`src/rtl/div_iter_if.sv`:
```
// Request/result bundle for the iterative divider: operands and controls in, result and status out.
interface div_iter_if;
  localparam int unsigned IN_W  = 33;
  localparam int unsigned OUT_W = 32;

  logic             pause;
  logic             div_en;
  logic             rem_sel;
  logic [IN_W-1:0]  din1;
  logic [IN_W-1:0]  din2;
  logic [OUT_W-1:0] dout;
  logic             vldout;
  logic             busy;

  modport master (output pause, div_en, rem_sel, din1, din2,
                  input  dout, vldout, busy);
  modport slave  (input  pause, div_en, rem_sel, din1, din2,
                  output dout, vldout, busy);
endinterface

```
`src/rtl/div_iter.sv`:
```
// Sign-magnitude restoring radix-2 divider: 33-bit two's-complement operands, 32-bit quotient or
// remainder after 32 iterations; a zero divisor short-circuits straight to the result.
module div_iter (
  input logic       clk,
  input logic       reset,
  div_iter_if.slave bus
);
  localparam int unsigned IN_W  = 33;
  localparam int unsigned OUT_W = 32;
  localparam int unsigned CNT_W = 5;

  typedef enum logic [1:0] {ST_IDLE, ST_RUN, ST_DONE} state_t;

  state_t           r_state;
  logic [CNT_W-1:0] r_cnt;
  logic [IN_W-1:0]  r_rem;
  logic [OUT_W-1:0] r_dvd;
  logic [OUT_W-1:0] r_dvs;
  logic             r_s1;
  logic             r_s2;
  logic             r_sel;
  logic [OUT_W-1:0] r_dout;

  logic [OUT_W-1:0] w_mag1;
  logic [OUT_W-1:0] w_mag2;
  logic [IN_W:0]    w_shift;
  logic [IN_W:0]    w_diff;
  logic             w_qbit;
  logic [IN_W-1:0]  w_rem_nx;
  logic [OUT_W-1:0] w_quo_nx;
  logic [OUT_W-1:0] w_quo_fin;
  logic [OUT_W-1:0] w_rem_fin;

  assign w_mag1 = bus.din1[IN_W-1] ? OUT_W'(-bus.din1) : bus.din1[OUT_W-1:0];
  assign w_mag2 = bus.din2[IN_W-1] ? OUT_W'(-bus.din2) : bus.din2[OUT_W-1:0];

  // Partial remainder stays below 2^33, so bit 33 of the difference is the borrow.
  assign w_shift   = {r_rem, r_dvd[OUT_W-1]};
  assign w_diff    = w_shift - {2'b00, r_dvs};
  assign w_qbit    = ~w_diff[IN_W];
  assign w_rem_nx  = w_qbit ? w_diff[IN_W-1:0] : w_shift[IN_W-1:0];
  assign w_quo_nx  = {r_dvd[OUT_W-2:0], w_qbit};
  assign w_quo_fin = (r_s1 ^ r_s2) ? -w_quo_nx : w_quo_nx;
  assign w_rem_fin = r_s1 ? -w_rem_nx[OUT_W-1:0] : w_rem_nx[OUT_W-1:0];

  assign bus.dout   = r_dout;
  assign bus.vldout = (r_state == ST_DONE) & ~bus.pause;
  assign bus.busy   = (r_state != ST_IDLE);

  // Dividend register shifts out MSBs and fills with quotient bits from the right.
  always_ff @(posedge clk) begin
    if (reset) begin
      r_state <= ST_IDLE;
      r_cnt   <= '0;
      r_rem   <= '0;
      r_dvd   <= '0;
      r_dvs   <= '0;
      r_s1    <= 1'b0;
      r_s2    <= 1'b0;
      r_sel   <= 1'b0;
      r_dout  <= '0;
    end else if (!bus.pause) begin
      case (r_state)
        ST_IDLE: begin
          if (bus.div_en) begin
            r_sel <= bus.rem_sel;
            if (bus.din2 == '0) begin
              r_state <= ST_DONE;
              r_dout  <= bus.rem_sel ? bus.din1[OUT_W-1:0] : '1;
            end else begin
              r_state <= ST_RUN;
              r_dvd   <= w_mag1;
              r_dvs   <= w_mag2;
              r_s1    <= bus.din1[IN_W-1];
              r_s2    <= bus.din2[IN_W-1];
              r_cnt   <= '0;
              r_rem   <= '0;
            end
          end
        end
        ST_RUN: begin
          r_rem <= w_rem_nx;
          r_dvd <= w_quo_nx;
          r_cnt <= r_cnt + CNT_W'(1);
          if (r_cnt == CNT_W'(31)) begin
            r_state <= ST_DONE;
            r_dout  <= r_sel ? w_rem_fin : w_quo_fin;
          end
        end
        ST_DONE: r_state <= ST_IDLE;
        default: r_state <= ST_IDLE;
      endcase
    end
  end
endmodule

```
`src/flat_wrapper.sv`:
```
// flat-port wrapper written by rule: the top's interface ports become plain ports
module div_iter_flat 
  (clk, reset, bus_pause, bus_div_en, bus_rem_sel, bus_din1, bus_din2, bus_dout, bus_vldout, bus_busy);
  div_iter_if bus_i ();
  input logic clk;
  input logic reset;
  input wire logic [$bits(bus_i.pause)-1:0] bus_pause;
  input wire logic [$bits(bus_i.div_en)-1:0] bus_div_en;
  input wire logic [$bits(bus_i.rem_sel)-1:0] bus_rem_sel;
  input wire logic [$bits(bus_i.din1)-1:0] bus_din1;
  input wire logic [$bits(bus_i.din2)-1:0] bus_din2;
  output wire logic [$bits(bus_i.dout)-1:0] bus_dout;
  output wire logic [$bits(bus_i.vldout)-1:0] bus_vldout;
  output wire logic [$bits(bus_i.busy)-1:0] bus_busy;
  assign bus_i.pause = bus_pause;
  assign bus_i.div_en = bus_div_en;
  assign bus_i.rem_sel = bus_rem_sel;
  assign bus_i.din1 = bus_din1;
  assign bus_i.din2 = bus_din2;
  assign bus_dout = bus_i.dout;
  assign bus_vldout = bus_i.vldout;
  assign bus_busy = bus_i.busy;
  div_iter u_core (.clk(clk), .reset(reset), .bus(bus_i));
endmodule
```
`config.mk`:
```
export PLATFORM = sky130hd
export DESIGN_NAME = div_iter_flat
export DESIGN_NICKNAME = d
export VERILOG_FILES = /design/src/rtl/div_iter_if.sv /design/src/rtl/div_iter.sv /design/src/flat_wrapper.sv
export SDC_FILE = /design/constraint.sdc
export NUM_CORES = 1
export LEC_CHECK = 0
export CORE_MARGIN = 2
export CORE_UTILIZATION = 35
export CTS_CLUSTER_DIAMETER = 150
export CTS_CLUSTER_SIZE = 8
export DETAILED_ROUTE_END_ITERATION = 8
export PLACE_DENSITY = 0.64
export SLEW_MARGIN = 20
export SYNTH_ARGS = -nofsm -noshare
export SYNTH_HDL_FRONTEND = slang
export SYNTH_SLANG_ARGS = --single-unit
```
`constraint.sdc`:
```
create_clock -name clk -period 4.7 [get_ports clk]
set_input_delay 0.94 -clock clk [delete_from_list [all_inputs] [get_ports clk]]
set_output_delay 0.94 -clock clk [all_outputs]
set_load 0.005 [all_outputs]
```
# After elaboration in Yosys (flattened, before gate mapping)
# Index checks and enable logic that the tools add are counted.
word_totals:
  reg_bits: 139
  out_inout_bits: 34
  word_cells: 60
  input_bits: 71
classes:
  bitwise_logic: 5
  n_mux: 24
  n_eq_ne: 7
  n_addsub: 6
  n_reduce_logical: 9
ops:
  columns: ["op", "count"]
  rows:
  - ["2-to-1 mux 32 bit", 11]
  - ["negator 32 bit", 4]
  - ["one-hot mux 32 bit (2 select lines)", 2]
  - ["2-to-1 mux 33 bit", 3]
  - ["one-hot mux 33 bit (2 select lines)", 1]
  - ["subtractor 34 x 32 -> 34 bit", 1]
  - ["zero test 33 bit", 1]
  - ["2-to-1 mux 5 bit", 2]
  - ["one-hot mux 5 bit (2 select lines)", 1]
  - ["AND reduction 4 bit", 2]
  - ["2-to-1 mux 2 bit", 3]
  - ["AND reduction 3 bit", 2]
  - ["adder 5 x 1 -> 5 bit, second input constant", 1]
  - ["equality test 5 bit, second input constant", 1]
  - ["AND reduction 5 bit", 1]
  - ["!= test 2 x 1 -> 1 bit, second input constant", 2]
  - ["!= test 2 bit, second input constant", 2]
  - ["one-hot mux 2 bit (2 select lines)", 1]
  - ["nonzero test 2 bit", 2]
  - ["NOT 1 bit", 3]
  - ["equality test 2 x 1 -> 1 bit, second input constant", 1]
  - ["equality test 2 bit, second input constant", 1]
  - ["zero test 2 bit", 1]
  - ["AND 1 bit", 1]
  - ["bitwise XOR 1 bit", 1]

# Longest topological paths before layout
# Gate-level depths: netlist (run 1).
logic_depth:
  depth_word: 7
  depth_mapped: 23
  mapped_depth_nobuf: 19

# Worst setup path before layout (run 1)
# Ideal clock, no wire load.
synth_timing:
  path_kind: "flip-flop to flip-flop"
  from: "register u_core.r_rem[11]"
  to: "register u_core.r_dout[20], in the netlist u_core.bus.dout[20]"
  path_slack_ns: 0.258
  required_time_ns: 4.609
  setup_time_ns: 0.091
  path_stages_with_launch: 23
  path_buffers: 4
  synth_period_minus_slack_ns: 4.442
  arrival_ns: 4.351
  cell_sequence: "dfxtp_1 -> ha_1 -> buf_4 -> a21oi_2 -> o211ai_1 -> a221oi_2 -> a21o_1 -> a211oi_2 -> buf_6 -> inv_2 -> buf_2 -> buf_1 -> nor2_1 -> a21oi_1 -> ha_1 -> nand2_1 -> or3_1 -> nor4_1 -> a31oi_1 -> o31ai_1 -> xnor2_1 -> o211ai_1 -> a311oi_1"
synth_between:
  elab_chain_len: 7
  word_cells_on_any_way: 10
  cone_classes: "3 x add/sub; 6 x mux; 1 x bitwise"
synth_lines:
  columns: ["item", "line", "source"]
  rows:
  - ["from (decl)", "div_iter.sv:16", "logic [IN_W-1:0] r_rem;"]
  - ["from (signal assigned)", "div_iter.sv:82", "r_rem <= w_rem_nx;"]
  - ["subtractor 34 x 32 -> 34 bit", "div_iter.sv:39", "assign w_diff = w_shift - {2'b00, r_dvs};"]
  - ["2-to-1 mux 33 bit or NOT 1 bit (tied branches)", "div_iter.sv:41, div_iter.sv:40", null]
  - ["negator 32 bit, on equally long branches", "div_iter.sv:44, div_iter.sv:43", null]
  - ["2-to-1 mux 32 bit, on equally long branches", "div_iter.sv:44, div_iter.sv:43", null]
  - ["2-to-1 mux 32 bit (*)", "div_iter.sv:87", "r_dout <= r_sel ? w_rem_fin : w_quo_fin;"]
  - ["2-to-1 mux 32 bit (*)", "div_iter.sv:85", "if (r_cnt == CNT_W'(31)) begin"]
  - ["one-hot mux 32 bit (2 select lines) (*)", "div_iter.sv:63", "case (r_state)"]
  - ["to (signal assigned)", "div_iter.sv:69", "r_dout <= bus.rem_sel ? bus.din1[OUT_W-1:0] : '1;"]
  - ["to (signal assigned)", "div_iter.sv:87", null]
  - ["to (decl)", "div_iter.sv:22", "logic [OUT_W-1:0] r_dout;"]
# Mark *: on every way between the ends. The rest lies on a longest branch, timed or not. The select of a mux whose other input is x is not followed.
# A chain may end at the register's enable or synchronous reset.

# Worst setup path after layout (run 1)
layout_timing:
  from: "register u_core.r_rem[12]"
  to: "register u_core.r_dout[20], in the netlist u_core.bus.dout[20]"
# Same word-level chain as after synthesis.

==> impl_metrics.yaml, run 1 <==
worst_setup_path:
  arrival_ns: 4.79
  worstPathRequired_ns: 5.03
  r2r_cells: 18
  slowest_delay_ns: 0.47
  cp-end-kind: "register"
  path_delay_family: "compound AO/OA/AOI/OAI gates"
  worstPathCellList: "ha_1, buf_4, nand2_1, a21oi_1, a221oi_4, a21oi_1, a211oi_4, inv_2, a21oi_1, ha_1, nand2_1, or3_1, nor4_2, a31oi_1, o31ai_1, xnor2_1, o211ai_1, a311oi_1"
  crit_fanout: 8
  crit_buf_inv: 2
  path_depth: 18
  rrSetupSlack_ns: 0.25
  reg2reg_to: "u_core.bus.dout[20]"
  startpoint_type: "register"
  crit_type: "reg -> reg"
  reg2reg_from: "u_core.r_rem[12]"
  critPathMostFrequentCell: "a21oi_1"
  cp_slowest_cell: "dfxtp_1"
global_routing:
  grt_util_met1_pct: 29.10
  grt.busiest_layer: "met2"
  track_usage_pct: 21.92
  grt_antenna_before_repair: 0
  gr-usage-met3_pct: 3.300
  grt_max_degree: 78
  grt_util_met2_pct: 35.41
  grt_overflow: 0
  grt_pass1_vias: 10870
  grt_pass1_wl_um: 58890
clock_network:
  cts.clk_slew.worst_paths_ns: 0.07
  cts_root_buf: "clkbuf_16"
  cts_tree: "built"
  cts_inserted_buffers: 17
  clock_latency_ns: 0.43
  clock-sinks: 139
  clock_path_buffers: 2
  htreeDepth: 4
cells_and_area:
  multi_input_area_um2: 8013
  nFillCells: 3309
  layout_common_cells: "nor2_1, dfxtp_1, nand2_1"
  design_area_um2: 13610
  diodes: 0
  final_common_cell: "nor2_1"
  regArea_um2: 2784
  fin_cells: 2056
  drive_gt1_share_pct: 8.798
  area_growth_pct: 19.39
  num-nets-final: 1711
timing:
  maxSlewHeadroom_pct: 27.29
  finalHoldViolations: 0
  drv_slew: 0
  period_needed_ns: 4.452
  fmax_mhz: 224.6
  layout_setup_ws_ns: 0.2475
  fin_tns_setup_ns: 0
  worst_pin_slew_ns: 1.087
  setup_viol: 0
  fin_crit_sh_pct: 94.73
  skew_ns: 0.01018
synthesis:
  synth_edf_count: 0
  yosys.area.top_type_share_pct: 24.42
  synth_top_family_by_area: "compound AO/OA/AOI/OAI gates"
  synthAdderAreaFrac_pct: 4.348
  synth_cells: 1530
  yosys_warnings: 0
  synthDistinctLibCells: 94
  syn-num-nets: 1640
  yosys.area_share.simple_pct: 22.83
  syn_area_um2: 11400
  synthXorXnorAreaFrac_pct: 10.38
  ys.flop_type: "dfxtp_1"
  ys_seq_area_share_pct: 24.42
  async_flop_share_pct: 0
  yosysTopAreaCell: "dfxtp_1"
  ys_seq_elements: 139
  synth_area_leaders: "dfxtp_1, nor2_1, xor2_1"
  synth.area.mux_share_pct: 2.361
  avgSynthCellArea_um2: 7.448
  synth_compound_gate_area_share_pct: 29.56
route:
  drt_iter0_markers: 1147
  routed_wl_um: 37600
  vias: 11780
  drtAntennaViolNets: 0
  avgViaCountPerCell: 5.732
  avgRoutedWirePerCell_um: 18.29
  drc: 0
  first_pass_iters: 7
floorplanning:
  ios: 105
  num_rows: 66
  coreArea_um2: 32290
  die_area_um2: 34020
  die_x_um: 184.4
  start_util_pct: 35.29
  die_y_um: 184.4
power:
  power_leakage_nw: 5.104
  report.power.total_mw: 3.720
  power_density_nw_per_um2: 273.4
  peakVddDrop_mv: 0.1845
placement:
  gp_congestion: 0.9169
  port_buffers: 104
  place_inst: 2021
  hpwl_um: 28420
  pre_cts_ws_ns: 0.1531
  dpl_cell_area_um2: 12910
hold_path:
  min_path_cells: 2
  hold_class: "reg -> reg"
  holdPathEnd: "u_core.bus.dout[15]"
  hold_start: "u_core.bus.dout[15]"
status:
  outcome: "complete, no violations"
run:
  maxCapViolCount: 0
[power breakdown]
group	leakage, nW	switching, mW	internal (mW)
Sequential	1.13	0.0435	1.22
Clock	0.294	0.580	0.853
Combinational	3.68	0.625	0.398
Total	5.10	1.25	2.47
[tightest hold or removal path, delay by kind of cell, from the launching register on]
kind / cells / cell delay, ns
and+or+nand+nor: 1 / 0.05
AOI/OAI and AO/OA: 1 / 0.05
DFF: 1 / 0.33
[worst max-delay path by stage]
| stage | start | end | slack, ns |
|---|---|---|---|
| finish | u_core.r_rem[12] | u_core.bus.dout[20] | 0.25 |
| floorplan | u_core.r_rem[11] | u_core.bus.dout[20] | 0.26 |
| global route | u_core.r_rem[12] | u_core.bus.dout[20] | -0.06 |
| CTS | u_core.r_dvs[14] | u_core.bus.dout[20] | 0.12 |
| detailed placement | u_core.r_dvs[14] | u_core.bus.dout[20] | 0.15 |
| global placement | bus_din2[13] | u_core.r_dvd[31] | 0.27 |
[cells in the mapped netlist, drive strengths merged (17+ instances only)]
cell type  instances
xnor2             52
mux2i             19
o21ai            101
a21oi            119
xor2              83
nor3              42
nand2            126
dfxtp            139
nor2             215
inv               56
a211oi            64
nor4              17
nand2b            17
clkbuf            69
buf               33
nand3             20
a22oi             25
o31ai             29
ha                38
or3               28
[registers in the layout, summed over array words and instances (netlist names)]
name	count
u_core.r_dvs	32
u_core.r_state	2
u_core.r_rem	33
u_core.bus.dout	32
u_core.r_s2	1
u_core.r_cnt	5
u_core.r_sel	1
u_core.r_dvd	32
u_core.r_s1	1
[area by class of cell]
cell class | count | area share [%]
multi-input combinational | 1233 | 58.89
clock buffer | 19 | 3.255
tap | 442 | 4.065
clock inverter | 13 | 1.205
timing repair buffer | 154 | 10.58
inverter | 56 | 1.545
sequential | 139 | 20.46
[metrics by stage]
stage,hold WS [ns],utilization [%]
6_report,0.4606,42.14
5_1_grt,0.4864,42.14
4_1_cts,0.4704,41.85
3_5_place_dp,0.4507,39.98
3_3_place_gp,0.4395,39.98
2_1_floorplan,0.4406,-
[kinds of logic after synthesis]
family,after synthesis
flip-flops,139
multiplexers,26
buffers and inverters,158
AO/OA/AOI/OAI,490
XOR/XNOR,135
adder cells (fa/ha/maj),39
AND/OR/NAND/NOR,543
[metal layers]
layer / vias up / routed length, um
li1: 5751 / -
met1: 5496 / 16700
met3: 76 / 2290
met4: 0 / 1164
met5: - / 0
met2: 461 / 17440
[repair_timing]
action,in CTS,in global routing
hold buffers,0,0
gates resized for setup,0,14
endpoints found under the setup margin,0,14
setup buffers,0,3
(Power assumes the default switching activity.)
==> inputs of run 2 (changes only) <==
GPL_ROUTABILITY_DRIVEN = 1   (was unset)
SKIP_CTS_REPAIR_TIMING = 1   (was unset)
==> results of run 2 <==
The final DEF is identical to that of run 1; final timing and power are the same.
